File: src/rtl/cnt_pkg.sv
// Shared types and helpers for the up/down counter.
// The counter mode enum and the terminal-count test live here.
package cnt_pkg;

    typedef enum logic [1:0] {
        CNT_WRAP    = 2'b00,
        CNT_SAT     = 2'b01,
        CNT_ONESHOT = 2'b10,
        CNT_RSVD    = 2'b11
    } cnt_mode_e;

    localparam int CNT_W_MAX = 32;

    // Callers zero-extend to CNT_W_MAX, so one helper serves any counter width up to 32.
    // A down count is terminal only at zero; a count above max is first pulled back to max.
    function automatic logic cnt_is_terminal(input logic [CNT_W_MAX-1:0] q,
                                             input logic [CNT_W_MAX-1:0] max,
                                             input logic                 up);
        return up ? (q >= max) : (q == '0);
    endfunction

endpackage

File: src/rtl/cnt_updown_mod_if.sv
// Control and status bundle for the up/down counter.
// The master side drives the controls; the slave side is the counter.
interface cnt_updown_mod_if
    import cnt_pkg::*;
#(
    parameter int N     = 8,
    parameter int PRE_W = 4
);
    logic             en;
    logic             up;
    cnt_mode_e        mode;
    logic             clr;
    logic             load;
    logic [N-1:0]     din;
    logic [N-1:0]     max;
    logic [PRE_W-1:0] pre;
    logic [N-1:0]     q;
    logic             tc;
    logic             done;

    modport master (
        output en, up, mode, clr, load, din, max, pre,
        input  q, tc, done
    );

    modport slave (
        input  en, up, mode, clr, load, din, max, pre,
        output q, tc, done
    );
endinterface

File: src/rtl/cnt_prescaler.sv
// Clock-enable prescaler: raises tick once every (pre+1) enabled cycles.
// The tick is combinational, so the counter can act on it in the same cycle.
module cnt_prescaler #(
    parameter int PRE_W = 4
) (
    input  logic             Clk,
    input  logic             resetn,
    input  logic             en,
    input  logic             sync_clr,
    input  logic [PRE_W-1:0] pre,
    output logic             tick
);

    logic [PRE_W-1:0] p;

    assign tick = en && (p == pre);

    // If pre is lowered below p, p keeps counting and wraps through 2^PRE_W to reach it.
    always_ff @(posedge Clk or negedge resetn) begin
        if (!resetn) begin
            p <= '0;
        end else if (sync_clr) begin
            p <= '0;
        end else if (en) begin
            if (p == pre) p <= '0;
            else          p <= p + 1'b1;
        end
    end

endmodule

File: src/rtl/cnt_updown_mod.sv
// General-purpose up/down counter with modulus, wrap/saturate/one-shot modes,
// terminal-count pulse, sticky done flag and built-in prescaler.
module cnt_updown_mod
    import cnt_pkg::*;
#(
    parameter int N     = 8,
    parameter int PRE_W = 4
) (
    input  logic             Clk,
    input  logic             resetn,
    cnt_updown_mod_if.slave  bus
);

    logic [N-1:0] q_r;
    logic         tc_r;
    logic         done_r;
    logic [N-1:0] q_nxt;
    logic         tc_nxt;
    logic         done_nxt;
    logic         tick;
    logic         term;

    cnt_prescaler #(.PRE_W(PRE_W)) u_pre (
        .Clk      (Clk),
        .resetn   (resetn),
        .en       (bus.en),
        .sync_clr (bus.clr | bus.load),
        .pre      (bus.pre),
        .tick     (tick)
    );

    assign term = cnt_is_terminal(CNT_W_MAX'(q_r), CNT_W_MAX'(bus.max), bus.up);

    // A finished one-shot ignores ticks; the reserved mode falls into the wrap branch.
    always_comb begin
        q_nxt    = q_r;
        tc_nxt   = 1'b0;
        done_nxt = done_r;
        if (tick && !done_r) begin
            if (term) begin
                tc_nxt = 1'b1;
                case (bus.mode)
                    CNT_SAT: begin
                        q_nxt = bus.up ? bus.max : '0;
                    end
                    CNT_ONESHOT: begin
                        q_nxt    = bus.up ? bus.max : '0;
                        done_nxt = 1'b1;
                    end
                    default: begin
                        q_nxt = bus.up ? '0 : bus.max;
                    end
                endcase
            end else if (bus.up) begin
                q_nxt = q_r + 1'b1;
            end else if (q_r > bus.max) begin
                q_nxt = bus.max;
            end else begin
                q_nxt = q_r - 1'b1;
            end
        end
    end

    always_ff @(posedge Clk or negedge resetn) begin
        if (!resetn) begin
            q_r    <= '0;
            tc_r   <= 1'b0;
            done_r <= 1'b0;
        end else if (bus.clr) begin
            q_r    <= '0;
            tc_r   <= 1'b0;
            done_r <= 1'b0;
        end else if (bus.load) begin
            q_r    <= bus.din;
            tc_r   <= 1'b0;
            done_r <= 1'b0;
        end else begin
            q_r    <= q_nxt;
            tc_r   <= tc_nxt;
            done_r <= done_nxt;
        end
    end

    assign bus.q    = q_r;
    assign bus.tc   = tc_r;
    assign bus.done = done_r;

endmodule

File: src/flat_wrapper.sv
// flat-port wrapper written by rule: the top's interface ports become plain ports
module cnt_updown_mod_flat import cnt_pkg::*;
#(
    parameter int N     = 8,
    parameter int PRE_W = 4
)
  (Clk, resetn, bus_en, bus_up, bus_mode, bus_clr, bus_load, bus_din, bus_max, bus_pre, bus_q, bus_tc, bus_done);
  cnt_updown_mod_if #(.N(N), .PRE_W(PRE_W)) bus_i ();
  input  logic Clk;
  input  logic resetn;
  input wire logic [$bits(bus_i.en)-1:0] bus_en;
  input wire logic [$bits(bus_i.up)-1:0] bus_up;
  input wire logic [$bits(bus_i.mode)-1:0] bus_mode;
  input wire logic [$bits(bus_i.clr)-1:0] bus_clr;
  input wire logic [$bits(bus_i.load)-1:0] bus_load;
  input wire logic [$bits(bus_i.din)-1:0] bus_din;
  input wire logic [$bits(bus_i.max)-1:0] bus_max;
  input wire logic [$bits(bus_i.pre)-1:0] bus_pre;
  output wire logic [$bits(bus_i.q)-1:0] bus_q;
  output wire logic [$bits(bus_i.tc)-1:0] bus_tc;
  output wire logic [$bits(bus_i.done)-1:0] bus_done;
  assign bus_i.en = bus_en;
  assign bus_i.up = bus_up;
  assign bus_i.mode = bus_mode;
  assign bus_i.clr = bus_clr;
  assign bus_i.load = bus_load;
  assign bus_i.din = bus_din;
  assign bus_i.max = bus_max;
  assign bus_i.pre = bus_pre;
  assign bus_q = bus_i.q;
  assign bus_tc = bus_i.tc;
  assign bus_done = bus_i.done;
  cnt_updown_mod #(.N(N), .PRE_W(PRE_W)) u_core (.Clk(Clk), .resetn(resetn), .bus(bus_i));
endmodule
File: config.mk
export PLATFORM = sky130hd
export DESIGN_NAME = cnt_updown_mod_flat
export DESIGN_NICKNAME = d
export VERILOG_FILES = /design/src/rtl/cnt_pkg.sv /design/src/rtl/cnt_updown_mod_if.sv /design/src/rtl/cnt_prescaler.sv /design/src/rtl/cnt_updown_mod.sv /design/src/flat_wrapper.sv
export SDC_FILE = /design/constraint.sdc
export NUM_CORES = 1
export LEC_CHECK = 0
export BUFFER_PORTS_ARGS = -buffer_cell sky130_fd_sc_hd__clkbuf_2
export CAP_MARGIN = 20
export CORE_AREA = 2 2 59 61
export CTS_CLUSTER_DIAMETER = 60
export DETAILED_ROUTE_END_ITERATION = 10
export DIE_AREA = 0 0 61 63
export PLACE_DENSITY = 0.8
export SLEW_MARGIN = 20
export SYNTH_ARGS = -nofsm -noshare
export SYNTH_HDL_FRONTEND = slang
export SYNTH_SLANG_ARGS = --single-unit
File: constraint.sdc
create_clock -name Clk -period 2.95 [get_ports Clk]
set_input_delay 0.295 -clock Clk [delete_from_list [all_inputs] [get_ports Clk]]
set_output_delay 0.295 -clock Clk [all_outputs]
set_load 0.01 [all_outputs]
After elaboration in Yosys (flattened, before gate mapping)
Cells that the tools add are included.
- word-level logic and storage cells: 45
- input port bits: 28
- output and inout bits: 10
- register bits: 14
- reduce and logical (&&, ||, !) cells: 10
- add/subtract/negate cells: 3
- mux-type cells: 22
- eq/ne operators: 3
- $lt $le $gt $ge: 2
- bitwise logic cells: 1
- operators by type and width (operator ; count):
    two-way mux 8 bit ; 9
    two-way mux 4 bit ; 3
    two-way mux 1 bit ; 10
    nonzero test 3 bit ; 3
    adder 8 x 1 -> 8 bit (second input constant) ; 1
    >= comparator 8 bit ; 1
    greater-than comparator 8 bit ; 1
    logical NOT 8 bit ; 1
    subtractor 8 x 1 -> 8 bit (second input constant) ; 1
    adder 4 x 1 -> 4 bit (second input constant) ; 1
    equality test 4 bit ; 1
    AND reduction 3 bit ; 1
    equality test 2 x 1 -> 1 bit (second input constant) ; 1
    equality test 2 bit (second input constant) ; 1
    logical AND 1 bit ; 2
    nonzero test 2 bit ; 1
    OR reduction 2 bit ; 1
    logical NOT 1 bit ; 1
    OR 1 bit ; 1

Logic depth before layout (Yosys ltp)
Gate-level depths: netlist of run 1.
- word-level depth: 7
- gate-level depth with buffers: 9
- mapped depth without buffers: 9

By module
A second synthesis of run 1 with hierarchy kept.
- cells, all modules: 187
- area total of the unflattened synthesis: 1545.2 µm²
- by module, submodules not included (module ; cells an instance ; area each (µm²) ; seq. area each (µm²) ; times used):
    cnt_updown_mod ; 159 ; 1266.2 ; 250.2 ; 1
    cnt_prescaler ; 28 ; 279.0 ; 100.1 ; 1

Worst setup path after synthesis of run 1
No wires, ideal clock.
- path kind: register to register
- start: reg u_core.q_r[1], in the netlist u_core.bus.q[1]
- end: reg u_core.q_r[1], in the netlist u_core.bus.q[1]
- clock period less this slack: 2160 ps
- data required time: 2884 ps
- arrival: 2094 ps
- slack: 790 ps
- library setup time: 66 ps
- buffers on the path: 0
- stages on the path, launching flop included: 9
- cell sequence: dfrtp_1 -> ha_1 -> nor2b_1 -> o211ai_1 -> a21oi_1 -> o21ai_2 -> mux2_2 -> o21ai_0 -> a22o_1
- longest elaborated chain between the ends: 7
- elaborated cells on any way between the ends: 12
- those cells by class: add/sub: 2; order compare: 2; mux: 7; reduce/logical: 1
- RTL lines (what ; line ; text):
    start, declared ; cnt_updown_mod.sv:14 ; logic [N-1:0] q_r;
    start signal, assigned ; cnt_updown_mod.sv:74 ; q_r <= bus.din;
    start signal, assigned ; cnt_updown_mod.sv:78 ; q_r <= q_nxt;
    subtractor 8 x 1 -> 8 bit / greater-than comparator 8 bit (equally long branches) ; cnt_updown_mod.sv:59, cnt_updown_mod.sv:56 ;
    two-way mux 8 bit ; cnt_updown_mod.sv:56 ; end else if (q_r > bus.max) begin
    two-way mux 8 bit ; cnt_updown_mod.sv:54 ; end else if (bus.up) begin
    two-way mux 8 bit * ; cnt_updown_mod.sv:40 ; if (term) begin
    two-way mux 8 bit * ; cnt_updown_mod.sv:39 ; if (tick && !done_r) begin
    two-way mux 8 bit * ; cnt_updown_mod.sv:73 ; end else if (bus.load) begin
    two-way mux 8 bit * ; cnt_updown_mod.sv:69 ; end else if (bus.clr) begin
Every way passes the cells marked *; elsewhere a longest branch is shown, timed or not. The select of a mux whose other input is x is not followed.
A chain may end at the register's enable or synchronous reset.

Worst setup path after layout of run 1
- start: reg u_core.q_r[0], in the netlist u_core.bus.q[0]
- end: reg u_core.q_r[7], in the netlist u_core.bus.q[7]
Same word-level chain as after synthesis.

==> qor.txt, run 1 <==
Critical setup path kind = reg2reg
Share of cells above drive strength 1 = 23.8%
Worst path required time = 3.17 ns
Top cell family by delay on the critical path = compound AO/OA/AOI/OAI gates
Top_reg_cell synth = dfrtp_1
Synth Area per Inst = 8.08 µm²
Die Width = 61 µm
# rows = 21
Vias per cell = 5.95
Slew HR = 55.8%
Synth Cell Area = 1550 µm²
Hold Path Origin = bus_din[2]
CP Capture Type = flip-flop
Cell taking the most area after synthesis = dfrtp_1
# hold bufs at CTS = 1
Status = finished, final reports clean
Met2 usage = 36.3%
Asr flop ratio synth = 100%
Max Cap Violations = 0
Syn Inst Count = 192
Placed inst area = 1770 µm²
R2R depth = 9
Register bit total from synthesis = 14
Hold WC Path Type = in2reg
Final setup vio count = 0
Synth area leaders = dfrtp_1 23%, ha_1 10%, a21oi_1 7.1%
First-pass DRT Iterations = 4
Clk buf depth = 2
Cell area after layout = 1810 µm²
Gr busiest metal = met2
FF-to-FF setup slack = 0.51 ns
Grt met1 use = 35.2%
RSZ-0062 raised after global routing = false
I/O Buffers = 37
Initial Util = 48.0%
Total global routing overflow = 0
CP arrival = 2.66 ns
Post-DP HPWL = 3300 µm
Slew @ Worst Pin = 0.662 ns
Crit. path cell count = 9
Grt met3 use = 2.48%
Root buf cell = clkbuf_4
Io pins = 38
DRC violations left = 0
Clock latency at the later pin of the worst-skew pair = 0.30 ns
Power Density = 339 nW/µm²
Die area = 3840 µm²
Post-cts resize count = 0
Initial antenna violation count = 0
Yosys cell types = 50
Drt first-iter violations = 82
Pin count of the biggest net entering global routing = 19
Min-Delay Endpoint = u_core.bus.q[2]
Core ar. = 3230 µm²
Non-Filler Instances = 273
N_diodes = 0
Worst-path maximum fanout = 7
Pleak = 0.000876 µW
Final min period = 2.44 ns
Net count, final = 269
Slowest cell on the critical path = o311ai_2
P&R area growth vs syn = 16.9%
Clk slew on worst S/H paths = 0.11 ns
TritonCTS clock tree = done
Sink Count = 14
Hold Path Depth = 3
Chip height = 63 µm
Gp weighted congestion = 0.923
Final wirelength = 4290 µm
Top cell type's share of synthesized area = 22.6%
Sequential area share after synthesis = 22.6%
Num CTS Buffers = 3
Startpoint Class = flip-flop
Postcts setup bufs = 0
Fin crit share = 82.7%
H-tree depth = 1
Vias in the first global route = 1492
Worst vdd ir = 0.191 mV
Worst path bufs/invs = 1
Yosys warnings = 0
Worst R2R End = u_core.bus.q[7]
Slowest Stage Delay on Critical Path = 0.50 ns
CP Cell Sequence = inv_1, ha_1, nor2b_1, o211ai_1, a31o_2, o311ai_2, a221o_1, a21oi_1, o31ai_1
Global-route wire length before repair = 7160 µm
Setup_tns = 0 ns
Post-synth EDFFs = 0
Slew Viols, Final = 0
Routed Antenna Nets = 0
Setup Skew = 0.0110 ns
Placed instance count = 268
Reg2reg start = u_core.bus.q[0]
Final hold vios = 0
Maximum clock rate = 0.410 GHz
Syn nets = 233
DR WL/cell = 15.7 µm
Vias after detailed routing = 1625
Total Routing Usage GR = 24.5%
[sequential cells by signal (all words and copies together) (netlist names)]
register,cells
u_core.bus.q,8
u_core.u_pre.p,4
u_core.bus.done,1
u_core.bus.tc,1
[synth_stat cells (all sizes together), types with 2 or more instances]
master	n
o211ai	2
and3	3
a21oi	22
nor2	9
o21ai	10
buf	4
a211o	2
nand4	6
nor3b	2
dfrtp	14
or3	2
o31ai	4
nor2b	3
xor2	7
o21a	2
a221oi	3
mux2i	3
ha	13
xnor2	4
nand3b	3
inv	13
a22o	3
nand2	15
a22oi	3
or2	3
a31oi	2
nor3	6
a221o	2
mux2	2
clkbuf	6
nand3	4
nor4	3
[kinds of logic (layout without fill, tap and decap cells)]
group / after synthesis / after routing / synth area share (%)
muxes: 5 / 5 / 3.39
and+or+nand+nor: 64 / 64 / 24.2
xor gates and xnor gates: 11 / 11 / 6.21
buffers and inverters: 23 / 58 / 6.37
AOI/OAI and AO/OA: 62 / 62 / 26.8
adders and majority gates: 13 / 13 / 10.5
DFF: 14 / 14 / 22.6
[per-stage QoR]
step	utilization (%)	total power, µW	hold WS, ns	setup slack (ns)
after global routing	56.1	645	0.252	0.305
after global placement	54.7	454	0.223	0.502
final	56.1	614	0.237	0.509
after CTS	56.1	610	0.237	0.511
after detailed placement	54.7	458	0.230	0.528
after floorplan	-	381	-0.000591	0.790
[worst register-to-register path, stage by stage, from the launching register on]
cell      delay (ns)
dfrtp_1         0.45
inv_1           0.16
ha_1            0.23
nor2b_1         0.10
o211ai_1        0.10
a31o_2          0.28
o311ai_2        0.50
a221o_1         0.25
a21oi_1         0.04
o31ai_1         0.24
[power by group]
part           leakage [µW]  switching (µW)  internal [µW]
clock             0.0000210            80.1           75.3
combinational      0.000665             143            101
sequential         0.000190            14.4            200
total              0.000876             237            377
[metal layers]
metal / wire, µm / part of all wire, %
met3: 385 / 9.0
met2: 1950 / 45
met1: 1860 / 43
met4: 95 / 2.2
met5: 0 / 0
[worst max path at each step]
stage          slack (ns)               to            start
2_1_floorplan        0.79  u_core.bus.q[1]  u_core.bus.q[1]
3_3_place_gp         0.50  u_core.bus.q[1]  u_core.bus.q[5]
3_5_place_dp         0.53  u_core.bus.q[7]  u_core.bus.q[0]
4_1_cts              0.51  u_core.bus.q[7]  u_core.bus.q[0]
5_1_grt              0.31  u_core.bus.q[7]  u_core.bus.q[0]
6_report             0.51  u_core.bus.q[7]  u_core.bus.q[0]
[cell usage in the layout, fill, tap and decap left out, drive strengths merged, types with 2 or more instances in the layout]
cell    count
clkbuf     41
buf         3
mux2        2
nor2b       3
or3         2
a31oi       2
o31ai       4
o21ai      10
o211ai      2
a22o        3
nor3        6
nor2        9
nand3       4
o21a        2
xnor2       4
ha         13
a22oi       3
dfrtp      14
a221o       2
xor2        7
a221oi      3
mux2i       3
a21oi      22
nor3b       2
nand4       6
or2         3
nand2      15
and3        3
a211o       2
nand3b      3
nor4        3
inv        13
[cell type report]
type	count	area [µm²]
Inverter	13	48.8
Tap cell	46	57.6
Timing Repair Buffer	41	218
Clock buffer	4	36.3
Multi-Input combinational cell	155	1100
Sequential cell	14	350
Fill cell	316	1420
(Power assumes the default switching activity.)
==> run 2: changes to the inputs <==
ABC_AREA = 1   (was not set)
CORE_AREA = 2 2 61 63   (was 2 2 59 61)
DIE_AREA = 0 0 63 65   (was 0 0 61 63)
clock period = 2 ns   (was 2.95 ns; I/O delays follow)
==> run 2 against run 1 <==
Net effect: synthesized cell count increased by 39%; clock-buffer cell count decreased by 1; via count up 12%; largest cell class unchanged; clock skew rose by 0.0069 ns; area after synthesis is 4.3% higher; sequential share of layout area fell by 1.6 points; global-route usage down 2.9 points; largest power group unchanged; highest routed layer unchanged; clock power rose by 8%; first-iteration DRC count unchanged; cell count is 33% higher; sequential power rose by 60%.
==> qor.txt, run 2 <==
# rows = 22 (+4.8%)
Clk buf depth = 2 (unchanged)
Top cell type's share of synthesized area = 21.7% (-0.93 points)
Hold WS = 0.186 ns (-0.0518 ns)
Final setup vio count = 0 (unchanged)
Slowest Stage Delay on Critical Path = 0.40 ns (-0.10 ns)
Die area = 4100 µm² (+6.6%)
Critical setup path kind = reg2reg
Largest register FFs = 8 (unchanged)
Top_reg_cell synth = dfrtp_1
Clock latency at the later pin of the worst-skew pair = 0.30 ns (about the same)
Startpoint Class = flip-flop
Most common cell in the netlist = nand2_1
First-pass DRT Iterations = 5 (+1)
Routed Antenna Nets = 0 (unchanged)
Core ar. = 3500 µm² (+8.2%)
Vias after detailed routing = 1828 (+12%)
H-tree depth = 1 (unchanged)
Hold Path Depth = 3 (unchanged)
Sw Ratio = 43.9% (+5.3 points)
Setup Skew = 0.0179 ns (+0.00694 ns)
Internal power = 616 µW (+63%)
Yosys warnings = 0 (unchanged)
TritonCTS clock tree = done
Clk slew on worst S/H paths = 0.09 ns (-0.02 ns)
Final min period = 1.89 ns (-0.549 ns)
Vias per cell = 5.04 (-15%)
R2R depth = 12 (+3)
Synth Cell Area = 1620 µm² (+4.3%)
Worst path required time = 2.21 ns (-0.96 ns)
DRC violations left = 0 (unchanged)
Slew @ Worst Pin = 0.476 ns (-0.186 ns)
Net count, final = 358 (+33%)
Synth area leaders = dfrtp_1 22%, nand2_1 19%, ha_1 10%
Vias in the first global route = 1680 (+13%)
DR WL/cell = 12.0 µm (-24%)
Chip height = 65 µm (+3.2%)
Sink Count = 14 (unchanged)
Gp weighted congestion = 0.927 (+0.43%)
Setup WS post-layout = 0.108 ns (-0.401 ns)
Initial antenna violation count = 0 (unchanged)
Clock Power Share = 15.2% (-10 points)
Total global routing overflow = 0 (unchanged)
Yosys cell types = 26 (-48%)
Psw = 483 µW (+100%)
Num CTS Buffers = 3 (unchanged)
Fin crit share = 94.6% (+12 points)
Maximum clock rate = 0.529 GHz (+29%)
Slowest cell on the critical path = dfrtp_1
Io pins = 38 (unchanged)
CP Cell Sequence = ha_1, nand2_1, inv_1, nand2_1, nand2_1, nand2_1, nand3_4, nand2_2, buf_4, nor2_2, nand2_1, o21ai_1
Final wirelength = 4340 µm (+1.1%)
Post-DP HPWL = 3440 µm (+4.3%)
Drt first-iter violations = 82 (unchanged)
Most frequent cells in the layout = 81 x nand2_1, 37 x clkbuf_2, 36 x inv_1
Pin count of the biggest net entering global routing = 17 (-2)
Syn nets = 307 (+32%)
Most common cell after layout, fill and taps aside = nand2_1
Asr flop ratio synth = 100% (unchanged)
Post-synth EDFFs = 0 (unchanged)
Status = finished, final reports clean
Register bit total from synthesis = 14 (unchanged)
N_diodes = 0 (unchanged)
Root buf cell = clkbuf_4
Synth cell count leaders = 83 x nand2_1, 36 x inv_1, 32 x nor2_1
Share of cells above drive strength 1 = 23.5% (-0.30 points)
Hold WC Path Type = in2reg
Final hold vios = 0 (unchanged)
Pre-CTS setup slack = 0.0841 ns (-0.444 ns)
Die Width = 63 µm (+3.3%)
Syn Inst Count = 266 (+39%)
I/O Buffers = 37 (unchanged)
Global-route wire length before repair = 7090 µm (-0.96%)
Max Cap Violations = 0 (unchanged)
Worst-path maximum fanout = 6 (-1)
Pleak = 0.00118 µW (+34%)
Cell taking the most area after synthesis = dfrtp_1
Power Density = 555 nW/µm² (+64%)
Synth Area per Inst = 6.08 µm² (-25%)
Total Routing Usage GR = 21.5% (-2.9 points)
Slew Viols, Final = 0 (unchanged)
CP arrival = 2.10 ns (-0.56 ns)
P&R area growth vs syn = 22.3%
Sequential area share after synthesis = 21.7% (-0.93 points)
Reg power frac = 31.4% (-3.6 points)
Initial Util = 46.3% (-1.7 points)
CP Capture Type = flip-flop
Slew HR = 68.2% (+12 points)
Combinational Power Share = 53.4% (+14 points)
Worst vdd ir = 0.393 mV (+110%)
Most used cell, CP = nand2_1
## run 2: timing repair
action                                  4_1_cts  5_1_grt
setup buffers                                 0        4
gates resized for setup                       0        7
hold endpoints to repair                     14        0
endpoints found under the setup margin        0        8
hold buffers                                  1        0
## run 2: area by class of cell
class	instances	area, µm²
Sequential cell	14	350
Tap cell	48	60.1
Timing Repair Buffer	50	285
Clock buffer	3	22.5
Inverter	42	158
Fill cell	359	1520
Multi-Input combinational cell	206	1100
## run 2: final timing paths
check	startpoint	to	slack, ns
setup / recovery	u_core.bus.q[3]	u_core.bus.done	0.11
hold / removal	bus_en	u_core.u_pre.p[3]	0.19
setup reg to reg	u_core.bus.q[3]	u_core.bus.done	0.11
hold reg to reg	u_core.u_pre.p[0]	u_core.u_pre.p[0]	0.55
max in group asynchronous	resetn	u_core.bus.q[0]	1.37
min in group asynchronous	resetn	u_core.bus.q[7]	0.33
## run 2: worst max-delay path: cells and delay by family (launching register included)
family | cells | cell delay, ns
compound gates | 1 | 0.08
fa+ha+maj | 1 | 0.31
buf+inv | 2 | 0.23
flops | 1 | 0.40
simple gates | 8 | 0.78
## run 2: kinds of logic (layout without fill, tap and decap cells)
| group | Yosys count | in the layout | synth area share [%] |
|---|---|---|---|
| and+or+nand+nor | 153 | 154 | 40.4 |
| buffers and inverters | 47 | 95 | 12.1 |
| AOI/OAI and AO/OA | 27 | 27 | 9.28 |
| DFF | 14 | 14 | 21.7 |
| adders and majority gates | 13 | 13 | 10.1 |
| xor gates and xnor gates | 12 | 12 | 6.50 |
## run 2: metrics by stage
stage	cells	TNS, ns	total power [µW]	instance area, µm²	utilization (%)
2_1_floorplan	266	0	736	1620	-
3_3_place_gp	354	0	886	1890	53.9
3_5_place_dp	354	0	900	1890	53.9
4_1_cts	358	0	1070	1920	54.9
5_1_grt	363	-0.0441	1190	1980	56.6
6_report	363	0	1100	1980	56.6
## run 2: power groups by stage
stage	combinational [µW]	clock, µW	sequential (µW)
6_report	587	167	345
5_1_grt	665	179	348
4_1_cts	551	170	346
3_5_place_dp	547	0	353
3_3_place_gp	536	0	350
2_1_floorplan	364	0	372
## run 2: routing by layer
layer / track usage, % / wire [µm]
met1: 23.9 / 1910
met2: 42.4 / 2130
met4: 4.44 / 129
met3: 3.65 / 171
met5: 0 / 0
==> run 3: changes to the inputs <==
BUFFER_PORTS_ARGS = not set   (was -buffer_cell sky130_fd_sc_hd__clkbuf_2)
CORE_AREA = 2 2 60 62   (was 2 2 61 63)
DIE_AREA = 0 0 62 64   (was 0 0 63 65)
DONT_BUFFER_PORTS = 1   (was not set)
PLACE_DENSITY = 0.72   (was 0.8)
==> run 3 against run 2 <==
Net effect: sequential share of layout area rose by 2.1 points; cell count is 11% lower; combinational power down 12%; total power is 2.3% lower; clock-buffer cell count is 1 higher; largest cell class unchanged; cell area decreased by 11%; largest power group unchanged; sequential power hardly changed.
==> qor.txt, run 3 (synthesized netlist as in run 2, its figures left out) <==
CP Cell Sequence = inv_1, ha_1, nand2_1, nor2_1, a21oi_1, nand3_2, nand2_2, nand2_1, o21ai_1, nand2_1, nand2_1
Combinational Power Share = 48.3% (-5.1 points)
Slew @ Worst Pin = 0.707 ns (+0.231 ns)
Total Routing Usage GR = 21.6% (+0.052 points)
Sink Count = 14 (unchanged)
DR WL/cell = 12.8 µm (+7.1%)
Vias per cell = 5.13 (+1.9%)
Setup Skew = 0.00363 ns (-0.0143 ns)
Share of cells above drive strength 1 = 12.0% (-12 points)
Clk buf depth = 2 (unchanged)
Pre-CTS setup slack = 0.116 ns (+0.0321 ns)
Sw Ratio = 42.6% (-1.4 points)
Clock latency at the later pin of the worst-skew pair = 0.28 ns (-0.02 ns)
Clk slew on worst S/H paths = 0.09 ns (about the same)
CP arrival = 2.07 ns (-0.03 ns)
Critical setup path kind = reg2reg
Slew Viols, Final = 0 (unchanged)
Io pins = 38 (unchanged)
Final min period = 1.84 ns (-0.0482 ns)
Slowest Stage Delay on Critical Path = 0.38 ns (-0.02 ns)
Hold WC Path Type = in2reg
Top cell family by delay on the critical path = simple AND/OR/NAND/NOR gates
P&R area growth vs syn = 9.28%
Setup_tns = 0 ns (unchanged)
WL met3 = 351 µm (+110%)
Gp weighted congestion = 0.893 (-3.7%)
DRC violations left = 0 (unchanged)
M1 wire length = 1780 µm (-6.8%)
Final hold vios = 0 (unchanged)
Slew HR = 52.7% (-16 points)
TritonCTS clock tree = done
Root buf cell = clkbuf_4
Vias after detailed routing = 1653 (-9.6%)
Fin crit share = 92.2% (-2.4 points)
Slowest cell on the critical path = dfrtp_1
Worst path bufs/invs = 1 (-1)
Pleak = 0.00101 µW (-14%)
H-tree depth = 1 (unchanged)
Post-DP HPWL = 3210 µm (-6.6%)
N_diodes = 0 (unchanged)
Drt first-iter violations = 72 (-12%)
# rows = 21 (-4.5%)
Routed Antenna Nets = 0 (unchanged)
Die area = 3970 µm² (-3.1%)
Final wirelength = 4130 µm (-5.0%)
Met2 WL post-DR = 1960 µm (-8.1%)
Worst path required time = 2.22 ns (about the same)
Top layer in use = met4
Die Width = 62 µm (-1.6%)
I/O Buffers = 0 (-100%)
Vias in the first global route = 1485 (-12%)
Num CTS Buffers = 3 (unchanged)
Worst vdd ir = 0.488 mV (+24%)
Net count, final = 318 (-11%)
Initial antenna violation count = 0 (unchanged)
Total global routing overflow = 0 (unchanged)
PnR Total Power = 1070 µW (-2.3%)
Final core utilization = 53.8% (-2.8 points)
Placed inst area = 1700 µm² (-10%)
Initial Util = 49.3% (+3.0 points)
First-pass DRT Iterations = 5 (unchanged)
Setup WS post-layout = 0.156 ns (+0.0482 ns)
Maximum clock rate = 0.542 GHz (+2.6%)
Most common cell after layout, fill and taps aside = nand2_1
Psw = 457 µW (-5.4%)
CP Capture Type = flip-flop
Chip height = 64 µm (-1.5%)
Largest register FFs = 8 (unchanged)
Clock Power Share = 19.5% (+4.3 points)
Final setup vio count = 0 (unchanged)
Max Cap Violations = 0 (unchanged)
Reg power frac = 32.2% (+0.8 points)
Most frequent cells in the layout = 81 x nand2_1, 36 x inv_1, 30 x nor2_1
Core ar. = 3280 µm² (-6.0%)
Pin count of the biggest net entering global routing = 17 (unchanged)
Worst-path maximum fanout = 6 (unchanged)
Internal power = 616 µW (about the same)
Power Density = 607 nW/µm² (+9.3%)
Status = finished, final reports clean
Startpoint Class = flip-flop
Global-route wire length before repair = 6550 µm (-7.6%)
Cell area after layout = 1770 µm² (-11%)
Most used cell, CP = nand2_1
Number of fill cells in the layout = 364 (+1.4%)
[run 3: cell types whose count changed in the layout (fill, tap and decap cells not counted), sizes merged]
| cell | delta |
|---|---|
| buf | -3 |
| clkbuf | -36 |
[run 3: worst paths after layout]
check,from,cells after the start,endpoint,slack [ns]
max,u_core.bus.q[0],11,u_core.bus.q[2],0.16
max reg2reg,u_core.bus.q[0],11,u_core.bus.q[2],0.16
min reg2reg,u_core.u_pre.p[0],1,u_core.u_pre.p[0],0.57
min in group asynchronous,resetn,1,u_core.bus.q[6],0.40
min,bus_en,2,u_core.u_pre.p[3],0.12
max in group asynchronous,resetn,1,u_core.u_pre.p[0],1.15
[run 3: layer usage]
| layer | GRT usage [%] | vias up |
|---|---|---|
| li1 | - | 859 |
| met1 | 28.5 | 733 |
| met2 | 34.9 | 57 |
| met3 | 6.07 | 4 |
| met4 | 3.46 | 0 |
| met5 | 0 | - |
[run 3: repair_timing]
action,in CTS,in global routing
endpoints found under the hold margin,14,0
buffers inserted,0,1
gates resized for setup,0,4
setup endpoints to repair,0,7
hold buffers,1,0
[run 3: per-stage QoR]
stage,hold slack (ns),std cells
final,0.117,322
after global routing,0.121,322
after CTS,0.108,320
after detailed placement,-0.0951,315
after global placement,-0.0951,315
after floorplan,-0.0956,266
[run 3: final cells by class]
cell class              instances  area (µm²)  area share (%)
clock buffers                   4        36.3            2.05
inverters                      42         158            8.92
multi-input cells             206        1090            61.6
flip-flops and latches         14         350            19.8
well taps                      46        57.6            3.26
repair buffers                 10        77.6            4.39
[run 3: power groups by stage]
stage               clock, µW  sequential [µW]  combinational (µW)
floorplan                   0              372                 364
global placement            0              350                 487
detailed placement          0              351                 494
CTS                       218              345                 503
global route              234              351                 592
finish                    209              346                 518
